## src/rtl/issue_sched.sv

```systemverilog
// issue_sched: in-order issue controller between predecode and the
// add/mul execute-writeback datapath.
//
// Accepts one decoded instruction per cycle over a valid/ready handshake.
// The destination tag of every issued instruction is carried down a
// LAT-deep scoreboard that mirrors the datapath pipes. Any instruction
// whose used source matches an in-flight tag is held off, and a NOP
// bubble is presented to the datapath instead.
//
// A run is sequenced IDLE -> RUN -> DRAIN -> DONE -> IDLE. The run also
// counts accepted instructions and hazard stall cycles.
//
// Ports:
//   clock, rst        clock; asynchronous active-low reset
//   go                start-of-run request (looked at in IDLE only)
//   in_valid/in_ready instruction handshake (in_ready is combinational)
//   in_opcode         000 NOP, 001 ADD, 010 MUL, 011 ADDI, 1xx NOP-like
//   in_rs1/rs2/rd     register fields
//   in_imm            immediate field
//   in_last           final instruction of the run
//   dp_*              instruction to the datapath (all zero = bubble)
//   dp_start          datapath pipeline advance enable
//   busy              high in RUN and DRAIN
//   done              one-cycle run-complete pulse
//   issue_cnt         instructions accepted this run (saturating)
//   stall_cnt         hazard stall cycles this run (saturating)
module issue_sched #(
  parameter int LAT  = 4,
  parameter int CNTW = 16
) (
  input  logic            clock,
  input  logic            rst,
  input  logic            go,
  input  logic            in_valid,
  output logic            in_ready,
  input  logic [2:0]      in_opcode,
  input  logic [4:0]      in_rs1,
  input  logic [4:0]      in_rs2,
  input  logic [4:0]      in_rd,
  input  logic [11:0]     in_imm,
  input  logic            in_last,
  output logic [2:0]      dp_opcode,
  output logic [4:0]      dp_rs1,
  output logic [4:0]      dp_rs2,
  output logic [4:0]      dp_rd,
  output logic [11:0]     dp_imm,
  output logic            dp_start,
  output logic            busy,
  output logic            done,
  output logic [CNTW-1:0] issue_cnt,
  output logic [CNTW-1:0] stall_cnt
);

  localparam logic [2:0] OP_ADD  = 3'b001;
  localparam logic [2:0] OP_MUL  = 3'b010;
  localparam logic [2:0] OP_ADDI = 3'b011;

  typedef enum logic [1:0] {
    S_IDLE  = 2'd0,
    S_RUN   = 2'd1,
    S_DRAIN = 2'd2,
    S_DONE  = 2'd3
  } state_t;

  state_t     state;
  logic [4:0] sb [LAT];

  logic       use_rs1;
  logic       use_rs2;
  logic       hazard;
  logic       sb_empty;
  logic       issue;
  logic [4:0] issue_tag;

  function automatic logic [CNTW-1:0] sat_inc(input logic [CNTW-1:0] v);
    return (&v) ? v : v + CNTW'(1);
  endfunction

  // Decode and hazard check against every in-flight tag
  always_comb begin
    use_rs1  = (in_opcode == OP_ADD) || (in_opcode == OP_MUL) || (in_opcode == OP_ADDI);
    // ADDI's rs2 bits belong to the immediate, so they never cause a stall
    use_rs2  = (in_opcode == OP_ADD) || (in_opcode == OP_MUL);
    hazard   = 1'b0;
    sb_empty = 1'b1;
    for (int i = 0; i < LAT; i++) begin
      if (use_rs1 && (in_rs1 != 5'd0) && (sb[i] == in_rs1)) hazard = 1'b1;
      if (use_rs2 && (in_rs2 != 5'd0) && (sb[i] == in_rs2)) hazard = 1'b1;
      if (sb[i] != 5'd0) sb_empty = 1'b0;
    end
  end

  assign in_ready  = (state == S_RUN) && !hazard;
  assign issue     = in_valid && in_ready;
  // Writing r0 is architecturally a no-op, so it never enters the scoreboard
  assign issue_tag = (issue && use_rs1) ? in_rd : 5'd0;

  // Datapath reads the register file in the issue cycle, hence combinational
  assign dp_opcode = issue ? in_opcode : 3'd0;
  assign dp_rs1    = issue ? in_rs1    : 5'd0;
  assign dp_rs2    = issue ? in_rs2    : 5'd0;
  assign dp_rd     = issue ? in_rd     : 5'd0;
  assign dp_imm    = issue ? in_imm    : 12'd0;

  // Run sequencer with registered status outputs
  always_ff @(posedge clock or negedge rst) begin
    if (!rst) begin
      state    <= S_IDLE;
      busy     <= 1'b0;
      done     <= 1'b0;
      dp_start <= 1'b0;
    end else begin
      case (state)
        S_IDLE: begin
          if (go) begin
            state    <= S_RUN;
            busy     <= 1'b1;
            dp_start <= 1'b1;
          end
        end
        S_RUN: begin
          if (issue && in_last) state <= S_DRAIN;
        end
        S_DRAIN: begin
          if (sb_empty) begin
            state    <= S_DONE;
            busy     <= 1'b0;
            dp_start <= 1'b0;
            done     <= 1'b1;
          end
        end
        S_DONE: begin
          state <= S_IDLE;
          done  <= 1'b0;
        end
        default: begin
          state    <= S_IDLE;
          busy     <= 1'b0;
          done     <= 1'b0;
          dp_start <= 1'b0;
        end
      endcase
    end
  end

  // Scoreboard: tags advance in lockstep with the datapath pipes
  always_ff @(posedge clock or negedge rst) begin
    if (!rst) begin
      for (int i = 0; i < LAT; i++) sb[i] <= 5'd0;
    end else if (dp_start) begin
      sb[0] <= issue_tag;
      for (int i = 1; i < LAT; i++) sb[i] <= sb[i-1];
    end
  end

  // Run statistics, cleared when a new run starts
  always_ff @(posedge clock or negedge rst) begin
    if (!rst) begin
      issue_cnt <= '0;
      stall_cnt <= '0;
    end else if ((state == S_IDLE) && go) begin
      issue_cnt <= '0;
      stall_cnt <= '0;
    end else begin
      if (issue) issue_cnt <= sat_inc(issue_cnt);
      if ((state == S_RUN) && in_valid && hazard) stall_cnt <= sat_inc(stall_cnt);
    end
  end

endmodule

```

## config.mk

```make
export PLATFORM = sky130hd
export DESIGN_NAME = issue_sched
export DESIGN_NICKNAME = d
export VERILOG_FILES = /design/src/rtl/issue_sched.sv
export SDC_FILE = /design/constraint.sdc
export NUM_CORES = 1
export LEC_CHECK = 0
export CAP_MARGIN = 10
export CORE_MARGIN = 4
export CORE_UTILIZATION = 40
export CTS_CLUSTER_DIAMETER = 100
export CTS_CLUSTER_SIZE = 40
export DETAILED_ROUTE_END_ITERATION = 16
export GPL_TIMING_DRIVEN = 0
export PLACE_DENSITY = 0.74
export SYNTH_ARGS = -nofsm -noshare
export SYNTH_HDL_FRONTEND = slang
export SYNTH_SLANG_ARGS = --single-unit
```

## constraint.sdc

```tcl
create_clock -name clock -period 4.05 [get_ports clock]
set_input_delay 1.0125 -clock clock [delete_from_list [all_inputs] [get_ports clock]]
set_output_delay 1.0125 -clock clock [all_outputs]
set_load 0.02 [all_outputs]
```

# Yosys cells after proc, flatten, opt, wreduce, memory -nomap -nowiden
# Cells that the tools add are included.
# totals
reg_bits	56
word_cells	101
# classes
addsub	2
n_eq_ne	19
muxes	33
reduce_logical	38
# op_table
operator	n
$mux W16	6
$eq A5 B5 Y1	8
$add A16 B1 Y16 const B	2
$reduce_and A16 Y1	2
$reduce_bool A5 Y1	6
$mux W5	4
$logic_and A1 B1 Y1	17
$mux W1	15
$mux W12	1
$ne A2 B2 Y1 const B	4
$pmux W2 S4	1
$reduce_bool A2 Y1	4
$eq A3 B2 Y1 const B	2
$mux W2	3
$reduce_and A2 Y1	3
$reduce_and A3 Y1	2
$eq A2 B2 Y1 const B	2
$pmux W1 S2	2
$eq A3 B1 Y1 const B	1
$mux W3	1
$eq A2 B1 Y1 const B	1
$logic_not A2 Y1	1
$logic_or A1 B1 Y1	2
$ne A2 B1 Y1 const B	1
$logic_not A1 Y1	1

# Logic depth before layout (Yosys ltp)
# logic_depth
depth_word	19
depth_mapped	9
depth_no_buf	8

# Worst setup path after synthesis
# OpenSTA, ideal clock, no wires.
# synth_path
kind	input to output
start	in in_rs1[2]
end	out dp_imm[0]
arrival_time_ns	2.778
required_time_ns	3.038
path_slack_ns	0.260
stages	8
path_buffers	2
cell_sequence	buf_2 or4_4 o21ai_2 inv_2 o21a_1 nor3_2 clkbuf_1 and2_1
# synth_between
elab_chain_cells	15
elab_cells_between_ends	22
# synth_rtl
item	line_no	rtl
from (decl)	37	input logic [4:0] in_rs1,
$reduce_bool A5 Y1	87	if (use_rs1 && (in_rs1 != 5'd0) && (sb[i] == in_rs1)) hazard = 1'b1;
$logic_and A1 B1 Y1 (2 in a row)	87	
$mux W1	87	
$mux W1	88	if (use_rs2 && (in_rs2 != 5'd0) && (sb[i] == in_rs2)) hazard = 1'b1;
$mux W1	87	
$mux W1	88	
$mux W1	87	
$mux W1	88	
$mux W1 (*)	87	
$mux W1 (*)	88	
$logic_not A1 Y1 (*)	93	assign in_ready = (state == S_RUN) && !hazard;
$logic_and A1 B1 Y1 (*)	93	
$logic_and A1 B1 Y1 (*)	94	assign issue = in_valid && in_ready;
$mux W12 (*)	103	assign dp_imm = issue ? in_imm : 12'd0;
to (decl)	46	output logic [11:0] dp_imm,
# Every way passes the cells marked *; elsewhere a longest branch is shown, timed or not.

# Worst setup path in the final report
# layout_path
start	in in_rs1[2]
end	out dp_imm[4]
# The elaborated chain is that of the path after synthesis.

==> impl_metrics.ini <==
[sta]
setup-violations-final = 0
fmax_mhz = 253.8
finalHoldViolCount = 0
finalMaxSlewViolations = 0
slew_headroom_pct = 53.91
rsz0062_at_grt = no
tightest_slew_ns = 0.6906
clock-skew-final_ns = 0.01027
period_share_pct = 97.28
fin_crit_ns = 3.940
setup_ws_ns = 0.1101

[floorplanning]
die_h_um = 103.2
fp.dieW_um = 103.2
rows = 34
ios = 101
coreArea_um2 = 8763
start_util_pct = 41.39
fp.dieArea_um2 = 10660

[cells_and_area]
finalNonFillerCells = 604
area_delta_synth_final_pct = 29.46
nets = 536
final_area_um2 = 4696
num-fill-cells = 830
drive_gt1_share_pct = 17.54
num_antenna_cells = 0

[clock_network]
cts.clk_slew.worst_paths_ns = 0.10
clockBufferDepth = 2
cts_sinks = 56
cts_tree = done
insertion_delay_ns = 0.31
cts_made_buffers = 5
hold_buffers = 0
cts_root_buffer = clkbuf_8
h-tree-depth = 2

[logic_synthesis]
synthesis.area_um2 = 3627
syn_nets = 434
synth-main-ff-cell = dfrtp_1
synthArstFlopShare_pct = 100.0
ys_ff_latch = 56
yosysTopAreaCellShare_pct = 38.63
ys_seq_area_share_pct = 38.63
synthTopCellsByCount = dfrtp_1, xnor2_1, and2_1
avgSynthCellArea_um2 = 9.230
synth-edff-count = 0
syn-instance-count = 393
yosysWarnings = 0
yosys-top-cells-area = dfrtp_1, xnor2_1, and2_1
yosysMostFrequentCell = dfrtp_1
synthDistinctLibCells = 48
synth_top_area_cell = dfrtp_1

[drt]
post_drt_wl_per_cell_um = 16.65
detail-route-antenna-nets = 0
routed_wl_um = 10060
drc_errors = 0
vias_per_cell = 5.442
drt_iter0_drc = 87
dr.pass1.iters = 4
vias = 3287

[setup_path]
worstPathArrival_ns = 2.93
setup.worst_path.end_class = primary output
r2r_slack_ns = 1.55
crit_type = in2out
crit_fanout = 10
critPathRequiredTime_ns = 3.04
worstSetupStartpointType = input port

[global_routing]
groute.usage.overall_pct = 19.76
gr-total-overflow = 0
grt_pass1_vias = 3399
antenna_found_initial = 0
grt_max_degree = 40
grt_pass1_wl_um = 16730

[job]
max_cap_violations = 0

[placement]
place_area_um2 = 4678
post-place-cells = 592
dp_hpwl_um = 7731
place_congestion = 0.9104
portBuffers = 90
dpl_worst_slack_ns = -0.8403

[pwr]
power_density_nw_per_um2 = 396.7
vdd_drop_max_v = 0.0002429
finalPower_w = 0.001863
p_leak_nw = 2.069

[hold_path]
hold_class = reg2reg

[run_status]
outcome = complete, no violations
-- state kept, by name (all words and copies together), names as in the netlist --
signal / count
busy: 1
done: 1
issue_cnt: 16
sb: 20
stall_cnt: 16
state: 2
-- cell families after synthesis --
logic type / Yosys count / share of synthesized area (%)
and+or+nand+nor: 157 / 23.56
xor gates and xnor gates: 54 / 13.04
buffers and inverters: 33 / 4.243
AOI/OAI and AO/OA: 66 / 12.11
adders and majority gates: 6 / 2.070
DFF: 56 / 38.63
muxes: 21 / 6.347
-- path summary, 6_finish.rpt --
kind,from,to,cells after the start
max in group asynchronous,rst,issue_cnt[0],2
min,done,done,2
max reg2reg,stall_cnt[0],stall_cnt[6],8
min reg2reg,done,done,2
min in group asynchronous,rst,sb[15],1
max,in_rs1[2],dp_imm[4],10
-- layout by cell type, fill, tap and decap left out, types with 5 or more instances in the layout --
cell type        netlist  final
a21oi_1               21     21
a22o_1                 6      6
and2_1                34     34
and3_1                10     10
buf_2                  9     40
buf_4                  1      5
clkbuf_1              10      6
clkbuf_8               0      8
clkdlybuf4s50_1        0     58
dfrtp_1               56     56
ha_1                   6      6
inv_1                  8      8
mux2_2                16     16
mux2i_1                5      5
nand2_1               27     26
nand3_1               26     26
nand4_1                5      5
nor2_1                22     22
nor4_1                 7      7
o21ai_0                9      9
o22ai_1                5      5
or3_1                  5      5
or4_1                  6      6
xnor2_1               53     53
-- where the power goes --
group	switching (W)	total [W]	internal [W]
registers	0.0000860	0.000708	0.000622
clock network	0.000186	0.000307	0.000121
logic	0.000469	0.000848	0.000380
total	0.000740	0.00186	0.00112
-- cell type report --
class / count / area [um^2] / share of cell area (%)
inverter: 9 / 33.78 / 0.7194
multi-input combinational: 304 / 2086 / 44.42
tap: 108 / 135.1 / 2.878
clock inverter: 3 / 18.77 / 0.3997
sequential: 56 / 1401 / 29.84
timing repair buffer: 96 / 805.8 / 17.16
buffer: 23 / 146.4 / 3.117
clock buffer: 5 / 68.82 / 1.465
-- what timing repair did --
item                                    in CTS  in global routing
gates resized for setup                    104                 30
cloned                                       0                  0
endpoints found under the setup margin      31                 29
buffers inserted                             5                  0
pin swaps                                    2                  0
hold endpoints to repair                     0                  0
-- critical path: stages --
cell	delay [ns]
buf_2	0.16
or4_4	0.52
o21ai_2	0.16
inv_2	0.08
o21a_1	0.15
nor3_4	0.22
buf_6	0.15
clkbuf_8	0.15
and2_1	0.14
buf_2	0.17
-- metal layers --
metal	share of wire (%)	track usage, %	vias up
li1	-	-	1571
met2	49	33.65	96
met4	1.3	5.080	0
met1	44	26.08	1608
met3	5.3	3.488	12
met5	0	0	-
-- through the flow --
stage               utilization, %  setup TNS [ns]  hold WS [ns]
finish                       53.58               0        0.5522
global placement             53.21          -22.93        0.5337
floorplan                        -               0        0.5280
global route                 53.58               0        0.5952
CTS                          55.61               0        0.5602
detailed placement           53.38          -24.42        0.5389
Power figures use the tool's default switching activity.
